File: config.mk
export PLATFORM = sky130hd
export DESIGN_NAME = pwr_seq_ctrl
export DESIGN_NICKNAME = d
export VERILOG_FILES = /design/src/rtl/pwr_seq_ctrl.sv
export SDC_FILE = /design/constraint.sdc
export NUM_CORES = 1
export LEC_CHECK = 0
export CORE_MARGIN = 2
export CORE_UTILIZATION = 30
export CTS_BUF_LIST = sky130_fd_sc_hd__clkbuf_4
export DETAILED_ROUTE_END_ITERATION = 6
export GPL_TIMING_DRIVEN = 1
export PLACE_DENSITY = 0.58
export SLEW_MARGIN = 20
export SYNTH_ARGS = -nofsm -noshare
export SYNTH_HDL_FRONTEND = slang
export SYNTH_SLANG_ARGS = --single-unit
File: constraint.sdc
create_clock -name clk -period 1.95 [get_ports clk]
set_clock_uncertainty 0.15 [all_clocks]
set_input_delay 0.39 -clock clk [delete_from_list [all_inputs] [get_ports clk]]
set_output_delay 0.39 -clock clk [all_outputs]
set_load 0.01 [all_outputs]
File: src/rtl/pwr_seq_ctrl.sv
`default_nettype none
// ============================================================================
// Module : pwr_seq_ctrl
// Power-down / power-up sequencer for the switchable memory-controller domain.
// Optional feature macro: PSC_ACK_TIMEOUT_EN (power-switch ack timeout -> ERR)
// Rev    : 1.0  initial release
// ============================================================================

module pwr_seq_ctrl #(
    parameter int STEP_CYC = 2,
    parameter int SAVE_CYC = 1,
    parameter int ACK_TMO  = 16
) (
    input  logic clk,
    input  logic rst,
    input  logic req_off,
    input  logic req_on,
    input  logic sram_off,
    input  logic mc_pwr_ack,
    output logic mc_clk_gate,
    output logic mc_iso,
    output logic mc_save,
    output logic mc_restore,
    output logic mc_pwr,
    output logic sram_pwr,
    output logic busy,
    output logic is_off,
    output logic err
);

    localparam int c_max_ss  = (STEP_CYC > SAVE_CYC) ? STEP_CYC : SAVE_CYC;
    localparam int c_max_all = (c_max_ss > ACK_TMO) ? c_max_ss : ACK_TMO;
    localparam int c_cnt_w   = $clog2(c_max_all + 1);

    // Dwell loads are parameter-1 so that a state lasts exactly the parameter
    localparam logic [c_cnt_w-1:0] c_step_ld = c_cnt_w'(STEP_CYC - 1);
    localparam logic [c_cnt_w-1:0] c_save_ld = c_cnt_w'(SAVE_CYC - 1);
    localparam logic [c_cnt_w-1:0] c_cnt_one = c_cnt_w'(1);
`ifdef PSC_ACK_TIMEOUT_EN
    localparam logic [c_cnt_w-1:0] c_ack_ld  = c_cnt_w'(ACK_TMO - 1);
`endif

    localparam logic [3:0] c_st_on      = 4'd0;
    localparam logic [3:0] c_st_clk_off = 4'd1;
    localparam logic [3:0] c_st_iso_on  = 4'd2;
    localparam logic [3:0] c_st_save    = 4'd3;
    localparam logic [3:0] c_st_pwr_dn  = 4'd4;
    localparam logic [3:0] c_st_off     = 4'd5;
    localparam logic [3:0] c_st_pwr_up  = 4'd6;
    localparam logic [3:0] c_st_restore = 4'd7;
    localparam logic [3:0] c_st_iso_off = 4'd8;
    localparam logic [3:0] c_st_clk_on  = 4'd9;
`ifdef PSC_ACK_TIMEOUT_EN
    localparam logic [3:0] c_st_err     = 4'd10;
`endif

    logic [3:0]         r_state;
    logic [c_cnt_w-1:0] r_cnt;
    logic               r_sram_lat;
    logic               r_clk_gate;
    logic               r_iso;
    logic               r_save;
    logic               r_restore;
    logic               r_pwr;
    logic               r_sram_pwr;
    logic               r_busy;
    logic               r_is_off;

    logic [3:0]         w_state_nxt;
    logic [c_cnt_w-1:0] w_cnt_nxt;
    logic [c_cnt_w-1:0] w_cnt_dec;
    logic               w_cnt_zero;
    logic               w_sram_lat_nxt;
    logic               w_clk_gate_nxt;
    logic               w_iso_nxt;
    logic               w_save_nxt;
    logic               w_restore_nxt;
    logic               w_pwr_nxt;
    logic               w_sram_pwr_nxt;

    assign w_cnt_dec  = r_cnt - c_cnt_one;
    assign w_cnt_zero = (r_cnt == '0);

    // Next state and next output values; outputs hold unless a transition
    // changes them, which also freezes everything in ERR.
    always_comb begin
        w_state_nxt    = r_state;
        w_cnt_nxt      = r_cnt;
        w_sram_lat_nxt = r_sram_lat;
        w_clk_gate_nxt = r_clk_gate;
        w_iso_nxt      = r_iso;
        w_save_nxt     = r_save;
        w_restore_nxt  = r_restore;
        w_pwr_nxt      = r_pwr;
        w_sram_pwr_nxt = r_sram_pwr;

        case (r_state)
            c_st_on: begin
                if (req_off) begin
                    w_state_nxt    = c_st_clk_off;
                    w_cnt_nxt      = c_step_ld;
                    w_clk_gate_nxt = 1'b0;
                    w_sram_lat_nxt = sram_off;
                end
            end
            c_st_clk_off: begin
                if (w_cnt_zero) begin
                    w_state_nxt = c_st_iso_on;
                    w_cnt_nxt   = c_step_ld;
                    w_iso_nxt   = 1'b1;
                end else begin
                    w_cnt_nxt = w_cnt_dec;
                end
            end
            c_st_iso_on: begin
                if (w_cnt_zero) begin
                    w_state_nxt = c_st_save;
                    w_cnt_nxt   = c_save_ld;
                    w_save_nxt  = 1'b1;
                end else begin
                    w_cnt_nxt = w_cnt_dec;
                end
            end
            c_st_save: begin
                if (w_cnt_zero) begin
                    w_state_nxt    = c_st_pwr_dn;
                    w_save_nxt     = 1'b0;
                    w_pwr_nxt      = 1'b0;
                    w_sram_pwr_nxt = r_sram_lat;
`ifdef PSC_ACK_TIMEOUT_EN
                    w_cnt_nxt      = c_ack_ld;
`endif
                end else begin
                    w_cnt_nxt = w_cnt_dec;
                end
            end
            c_st_pwr_dn: begin
                if (!mc_pwr_ack) begin
                    w_state_nxt = c_st_off;
                end
`ifdef PSC_ACK_TIMEOUT_EN
                else if (w_cnt_zero) begin
                    w_state_nxt = c_st_err;
                end else begin
                    w_cnt_nxt = w_cnt_dec;
                end
`endif
            end
            c_st_off: begin
                if (req_on) begin
                    w_state_nxt    = c_st_pwr_up;
                    w_pwr_nxt      = 1'b1;
                    w_sram_pwr_nxt = 1'b0;
`ifdef PSC_ACK_TIMEOUT_EN
                    w_cnt_nxt      = c_ack_ld;
`endif
                end
            end
            c_st_pwr_up: begin
                if (mc_pwr_ack) begin
                    w_state_nxt   = c_st_restore;
                    w_cnt_nxt     = c_save_ld;
                    w_restore_nxt = 1'b1;
                end
`ifdef PSC_ACK_TIMEOUT_EN
                else if (w_cnt_zero) begin
                    w_state_nxt = c_st_err;
                end else begin
                    w_cnt_nxt = w_cnt_dec;
                end
`endif
            end
            c_st_restore: begin
                if (w_cnt_zero) begin
                    w_state_nxt   = c_st_iso_off;
                    w_cnt_nxt     = c_step_ld;
                    w_restore_nxt = 1'b0;
                    w_iso_nxt     = 1'b0;
                end else begin
                    w_cnt_nxt = w_cnt_dec;
                end
            end
            c_st_iso_off: begin
                if (w_cnt_zero) begin
                    w_state_nxt    = c_st_clk_on;
                    w_cnt_nxt      = c_step_ld;
                    w_clk_gate_nxt = 1'b1;
                end else begin
                    w_cnt_nxt = w_cnt_dec;
                end
            end
            c_st_clk_on: begin
                if (w_cnt_zero) begin
                    w_state_nxt = c_st_on;
                end else begin
                    w_cnt_nxt = w_cnt_dec;
                end
            end
`ifdef PSC_ACK_TIMEOUT_EN
            c_st_err: begin
                w_state_nxt = c_st_err;
            end
`endif
            default: begin
                w_state_nxt    = c_st_on;
                w_cnt_nxt      = '0;
                w_clk_gate_nxt = 1'b1;
                w_iso_nxt      = 1'b0;
                w_save_nxt     = 1'b0;
                w_restore_nxt  = 1'b0;
                w_pwr_nxt      = 1'b1;
                w_sram_pwr_nxt = 1'b0;
            end
        endcase
    end

    always_ff @(posedge clk) begin
        if (rst) begin
            r_state    <= c_st_on;
            r_cnt      <= '0;
            r_sram_lat <= 1'b0;
            r_clk_gate <= 1'b1;
            r_iso      <= 1'b0;
            r_save     <= 1'b0;
            r_restore  <= 1'b0;
            r_pwr      <= 1'b1;
            r_sram_pwr <= 1'b0;
            r_busy     <= 1'b0;
            r_is_off   <= 1'b0;
        end else begin
            r_state    <= w_state_nxt;
            r_cnt      <= w_cnt_nxt;
            r_sram_lat <= w_sram_lat_nxt;
            r_clk_gate <= w_clk_gate_nxt;
            r_iso      <= w_iso_nxt;
            r_save     <= w_save_nxt;
            r_restore  <= w_restore_nxt;
            r_pwr      <= w_pwr_nxt;
            r_sram_pwr <= w_sram_pwr_nxt;
            r_busy     <= (w_state_nxt != c_st_on) && (w_state_nxt != c_st_off);
            r_is_off   <= (w_state_nxt == c_st_off);
        end
    end

`ifdef PSC_ACK_TIMEOUT_EN
    logic r_err;

    // ERR is terminal until reset, so the flag is sticky by construction
    always_ff @(posedge clk) begin
        if (rst) begin
            r_err <= 1'b0;
        end else begin
            r_err <= (w_state_nxt == c_st_err);
        end
    end

    assign err = r_err;
`else
    assign err = 1'b0;
`endif

    assign mc_clk_gate = r_clk_gate;
    assign mc_iso      = r_iso;
    assign mc_save     = r_save;
    assign mc_restore  = r_restore;
    assign mc_pwr      = r_pwr;
    assign sram_pwr    = r_sram_pwr;
    assign busy        = r_busy;
    assign is_off      = r_is_off;

endmodule

`default_nettype wire

==> impl_metrics.yaml, run 1 <==
floorplanning:
  core_area_um2: 3690
  die_h_um: 66.1
  rows: 22
  die_w_um: 66.1
  die-area_um2: 4370
  start_util_pct: 31.4
  io_pins: 15
cts:
  worstSkewPairLatency_ps: 310
  cts_made_buffers: 3
  cts.sinks: 18
  cts_root_buf: "clkbuf_4"
  cts_tree: "yes"
  cts_buffer_depth: 2
  hold_buffers: 0
  cts-htree-levels: 1
  clk_pin_slew_worst_paths_ps: 120
timing:
  max_clock_freq_ghz: 0.519
  rsz0062_at_grt: "true"
  report.final.slew_viol_count: 0
  setup_viol: 0
  layout_min_cycle_time_ps: 1930
  finalHoldViolCount: 0
  fin_crit_sh_pct: 98.7
  hold_slack_ps: 340
routing:
  post_drt_via_cell_ratio: 5.43
  routed_wl_um: 3140
  drtPass1Iterations: 4
  num_vias: 1189
  drc: 0
  drtAntennaViolNets: 0
  drt_iter0_markers: 32
  routedWlPerCell_um: 14.4
power:
  p_int_mw: 1.15
  p_clk_share_pct: 10.5
  power_density_nw_per_um2: 1310
  p_sw_mw: 0.851
  totalPowerFinal_mw: 2.00
  pwr-share-seq_pct: 27.3
  ir_drop_mv: 0.514
  combPwrFrac_pct: 62.2
  swShare_pct: 42.6
  p_leak_nw: 0.576
layout:
  fin_area_um2: 1530
  finish.utilization_pct: 41.4
  syn_to_final_growth_pct: 31.8
  final_nets: 179
  drive_above_1_share_pct: 25.1
  diodes: 0
synth:
  synth_nets: 151
  synth_edf_count: 0
  ys_types: 56
  yosysSeqAreaShare_pct: 31.1
  synth_area_um2: 1160
  synth_largest_area_cell: "dfxtp_1"
  yosys_warnings: 0
  synth_top_area_share_pct: 31.1
  synth_cells: 144
  yosys_register_bits: 18
  synth-main-ff-cell: "dfxtp_1"
  synth_area_leaders: "dfxtp_1 31%, a21oi_1 6.1%, nand2_1 3.6%"
  synth_async_sr_flop_share_pct: 0
  synth.avg_cell_area_um2: 8.04
critical_path:
  rr_startpoint: "r_cnt[0]$_SDFFE_PP0P_"
  crit_start: "r_cnt[0]$_SDFFE_PP0P_"
  crit_path_start_kind: "flip-flop"
  path_max_fanout: 7
  required_ps: 2020
  cp-end-kind: "flip-flop"
  arrival_ps: 2000
  critPathKind: "reg -> reg"
placement:
  port_buffers: 13
  place.gp.congestion: 0.834
  dpl.hpwl_um: 2270
  place_area_um2: 1450
min_path:
  min_path_type: "reg -> reg"
  hp-start: "mc_iso$_SDFFE_PP0P_"
global_routing:
  grt_max_degree: 15
  grt_overflow: 0
  antenna_found_initial: 0
  grt_pass1_vias: 1112
  grtUsageTotal_pct: 15.3
  grt_pass1_wl_um: 5150
run_status:
  status: "finished, final reports clean"
run:
  cap_viol_max_count: 0
==> cells in the final DEF, fill, tap and decap left out, drive strengths merged, types with 2 or more instances in the layout <==
| cell type | n |
|---|---|
| nand3b | 2 |
| nor3 | 4 |
| xnor2 | 3 |
| clkdlybuf4s50 | 13 |
| o21ai | 6 |
| nor4b | 2 |
| nand2 | 11 |
| nor2b | 4 |
| a21oi | 14 |
| dfxtp | 18 |
| nand4 | 2 |
| nand2b | 5 |
| nor2 | 10 |
| buf | 21 |
| inv | 8 |
| a31oi | 3 |
| clkinv | 2 |
| a31o | 3 |
| o22ai | 3 |
| o31ai | 3 |
| nand3 | 4 |
| clkbuf | 3 |
| a211oi | 2 |
==> what timing repair did <==
action / in CTS / in global routing
gates cloned: 0 / 1
setup endpoints to repair: 1 / 11
setup buffers: 0 / 1
pin swaps: 1 / 4
gates resized for setup: 0 / 9
==> final timing paths <==
check | slack, ps | to | depth (start not counted)
setup / recovery | 20 | is_off$_SDFF_PP0_ | 6
hold / removal | 340 | mc_iso$_SDFFE_PP0P_ | 2
setup reg to reg | 20 | is_off$_SDFF_PP0_ | 6
hold reg to reg | 340 | mc_iso$_SDFFE_PP0P_ | 2
==> state kept, by name, indices dropped and copies added (netlist names) <==
register / flops
r_sram_lat: 1
r_state: 4
sram_pwr: 1
is_off: 1
mc_iso: 1
busy: 1
r_cnt: 5
mc_restore: 1
mc_save: 1
mc_clk_gate: 1
mc_pwr: 1
==> metal layers <==
metal / global-route usage, % / part of all wire, %
met4: 5.36 / 2.0
met1: 20.3 / 46
met5: 0 / 0
met3: 2.39 / 6.1
met2: 25.1 / 46
==> worst max-delay path, cell delays in order (launching register included) <==
cell	delay (ps)
dfxtp_2	340
inv_2	70
ha_4	150
or4b_4	550
nor3_4	200
o31ai_2	100
a2111oi_2	280
==> Yosys cell counts, types with 2 or more instances <==
cell	n
nand3b_1	2
nor2_1	10
dfxtp_1	18
xnor2_1	3
o21ai_1	4
inv_1	8
o21ai_0	2
a21oi_1	14
o22ai_1	3
nor3_1	2
a31oi_1	3
clkbuf_1	7
nor2b_1	4
a31o_2	2
o31ai_1	2
nand3_1	4
nand2b_1	5
buf_4	3
nand2_1	11
==> logic make-up after synthesis <==
family                   share of synthesized area (%)
XOR/XNOR                                          2.27
flip-flops                                        31.1
adder cells (fa/ha/maj)                           1.08
multiplexers                                      1.84
buffers and inverters                             7.46
AND/OR/NAND/NOR                                   26.1
AO/OA/AOI/OAI                                     29.8
other                                            0.324
==> through the flow <==
stage	worst slack (ps)	setup TNS, ps	instances
after floorplan	14.7	0	144
after global placement	-63.4	-199	213
after detailed placement	-46.7	-163	213
after CTS	21.8	0	217
after global routing	-60.8	-248	219
final	24.5	0	219
==> power by group through the flow <==
| stage | logic, mW | clock network [mW] | registers (mW) |
|---|---|---|---|
| floorplan | 0.775 | 0 | 0.533 |
| global placement | 1.10 | 0 | 0.541 |
| detailed placement | 1.13 | 0 | 0.546 |
| CTS | 1.13 | 0.217 | 0.537 |
| global route | 1.36 | 0.231 | 0.560 |
| finish | 1.24 | 0.209 | 0.545 |
==> final cells by class <==
type | count | area (µm²)
tap | 48 | 60.1
clock inverter | 1 | 3.75
multi-input combinational | 106 | 753
sequential | 18 | 363
clock buffer | 3 | 22.5
fill | 376 | 2160
timing repair buffer | 34 | 289
inverter | 9 | 33.8
Note: power is estimated with default switching activity, not from simulation.
==> inputs of run 2 (changes only) <==
--- a/config.mk
+++ b/config.mk
@@ -6,10 +6,9 @@
 export NUM_CORES = 1
 export LEC_CHECK = 0
-export CORE_MARGIN = 2
 export CORE_UTILIZATION = 30
 export CTS_BUF_LIST = sky130_fd_sc_hd__clkbuf_4
 export DETAILED_ROUTE_END_ITERATION = 6
 export GPL_TIMING_DRIVEN = 1
-export PLACE_DENSITY = 0.58
+export PLACE_DENSITY = 0.57
 export SLEW_MARGIN = 20
 export SYNTH_ARGS = -nofsm -noshare
==> constraint.sdc (replaced) <==
create_clock -name clk -period 2.4 [get_ports clk]
set_clock_uncertainty 0.15 [all_clocks]
set_input_delay 0.48 -clock clk [delete_from_list [all_inputs] [get_ports clk]]
set_output_delay 0.48 -clock clk [all_outputs]
set_load 0.02 [all_outputs]
==> run 2 against run 1 <==
  * First-iteration DRC count is 3.1% higher
  * Worst hold slack worse by 11 ps
  * Combinational power is 39% lower
  * Die area is 6.0% lower
  * Global-route usage is 0.35 points lower
  * Via count is 8.7% lower
  * Clock power is 22% lower
  * Final area is 11% lower
  * Sequential power is 16% lower
  * Critical endpoint unchanged
  * Largest power group unchanged
  * Highest routed layer unchanged
==> impl_metrics.yaml, run 2 (synthesized netlist as in run 1, its figures left out) <==
floorplanning:
  core_area_um2: 3690
  start_util_pct: 31.4
  io_pins: 15
  die_h_um: 64.1
  die-area_um2: 4110
  rows: 22
  die_w_um: 64.1
run_status:
  status: "finished, final reports clean"
power:
  totalPowerFinal_mw: 1.38
  power_density_nw_per_um2: 1020
  ir_drop_mv: 0.343
  p_leak_nw: 0.477
layout:
  largest_reg_flops: 5
  final_nets: 162
  layout_commonest_cell: "dfxtp_1"
  drive_above_1_share_pct: 11.0
  top_register: "r_cnt"
  syn_to_final_growth_pct: 16.8
  reg.largest.list: "r_cnt x5, r_state x4"
  final_cell_mix: "18 x dfxtp_1, 14 x a21oi_1, 13 x clkdlybuf4s50_1"
  diodes: 0
cts:
  clk_pin_slew_worst_paths_ps: 110
  cts_made_buffers: 3
  cts.sinks: 18
  cts_tree: "yes"
  hold_buffers: 0
  post_cts.repair.setup_buffers: 0
  cts-htree-levels: 1
  cts_root_buf: "clkbuf_4"
  cts_buffer_depth: 2
  worstSkewPairLatency_ps: 300
  cts_resized: 0
critical_path:
  cp-end-kind: "flip-flop"
  path_delay_family: "simple AND/OR/NAND/NOR gates"
  path_cells: "inv_1, ha_1, or4b_1, nor3_4, o31ai_2, a2111oi_2"
  cp_slowest_cell: "or4b_1"
  critPathKind: "reg -> reg"
  arrival_ps: 2330
  critPathBufInv: 1
  crit_path_start_kind: "flip-flop"
  slowest_delay_ps: 660
  required_ps: 2460
  path_max_fanout: 8
timing:
  relSlewSlack_pct: 61.8
  max_clock_freq_ghz: 0.441
  report.final.slew_viol_count: 0
  rsz0062_at_grt: "false"
  worstMarginPinSlew_ps: 572
  finalHoldViolCount: 0
  fin_crit_sh_pct: 94.4
  tns_ps: 0
  setup_viol: 0
  layout_min_cycle_time_ps: 2270
routing:
  post_drt_via_cell_ratio: 5.37
  drtPass1Iterations: 4
  routedWlPerCell_um: 13.6
  drc: 0
  routed_wl_um: 2750
  drt_iter0_markers: 33
  num_vias: 1085
  drtAntennaViolNets: 0
placement:
  port_buffers: 13
  place.gp.congestion: 0.796
  dpl.hpwl_um: 1980
global_routing:
  grt_max_degree: 19
  grtUsageTotal_pct: 15.0
  antenna_found_initial: 0
  grt_overflow: 0
  grt_pass1_vias: 1005
  grt_pass1_wl_um: 4770
min_path:
  min_path_type: "reg -> reg"
run:
  cap_viol_max_count: 0
-- run 2: layout make-up --
type / count / area (µm²)
multi-input cells: 106 / 711
clock buffers: 3 / 22.5
clock inverters: 1 / 3.75
repair buffers: 17 / 160
inverters: 9 / 33.8
flip-flops and latches: 18 / 360
well taps: 48 / 60.1
fillers: 415 / 2340
-- run 2: stage by stage --
step,worst slack [ps],hold slack (ps),std cells,utilization [%],instance area [µm²]
floorplan,401,281,144,-,1160
detailed placement,158,309,198,35.9,1330
global placement,242,304,198,35.9,1330
finish,134,330,202,36.6,1350
CTS,149,330,202,36.6,1350
global route,23.0,365,202,36.6,1350
-- run 2: worst min-delay path: cells and delay by family, from the launching register on --
family           cells  cell delay, ps
flip-flops           1             350
AND/OR/NAND/NOR      1              70
AO/OA/AOI/OAI        1              40
-- run 2: per-layer routing --
layer	vias up	GRT usage [%]	share of wire, %
li1	550	-	-
met4	0	6.94	1.7
met2	19	23.0	46
met5	-	0	0
met1	511	20.8	50
met3	5	1.61	2.7
-- run 2: path summary, 6_finish.rpt --
| path | startpoint | to | slack (ps) | cells after the start |
|---|---|---|---|---|
| setup / recovery | r_cnt[0]$_SDFFE_PP0P_ | is_off$_SDFF_PP0_ | 130 | 6 |
| hold / removal | r_cnt[4]$_SDFFE_PP0P_ | r_cnt[4]$_SDFFE_PP0P_ | 330 | 2 |
| setup reg to reg | r_cnt[0]$_SDFFE_PP0P_ | is_off$_SDFF_PP0_ | 130 | 6 |
| hold reg to reg | r_cnt[4]$_SDFFE_PP0P_ | r_cnt[4]$_SDFFE_PP0P_ | 330 | 2 |
-- run 2: power breakdown --
part           total, mW  internal [mW]  switching [mW]  leakage, nW
logic              0.761          0.327           0.434        0.314
clock network      0.163         0.0608           0.102       0.0154
registers          0.458          0.366          0.0924        0.147
==> inputs of run 3 (changes only) <==
Settings changed: SKIP_CTS_REPAIR_TIMING from default to 1.
==> results of run 3 <==
No change in the layout: final DEF, timing and power equal those of run 2.
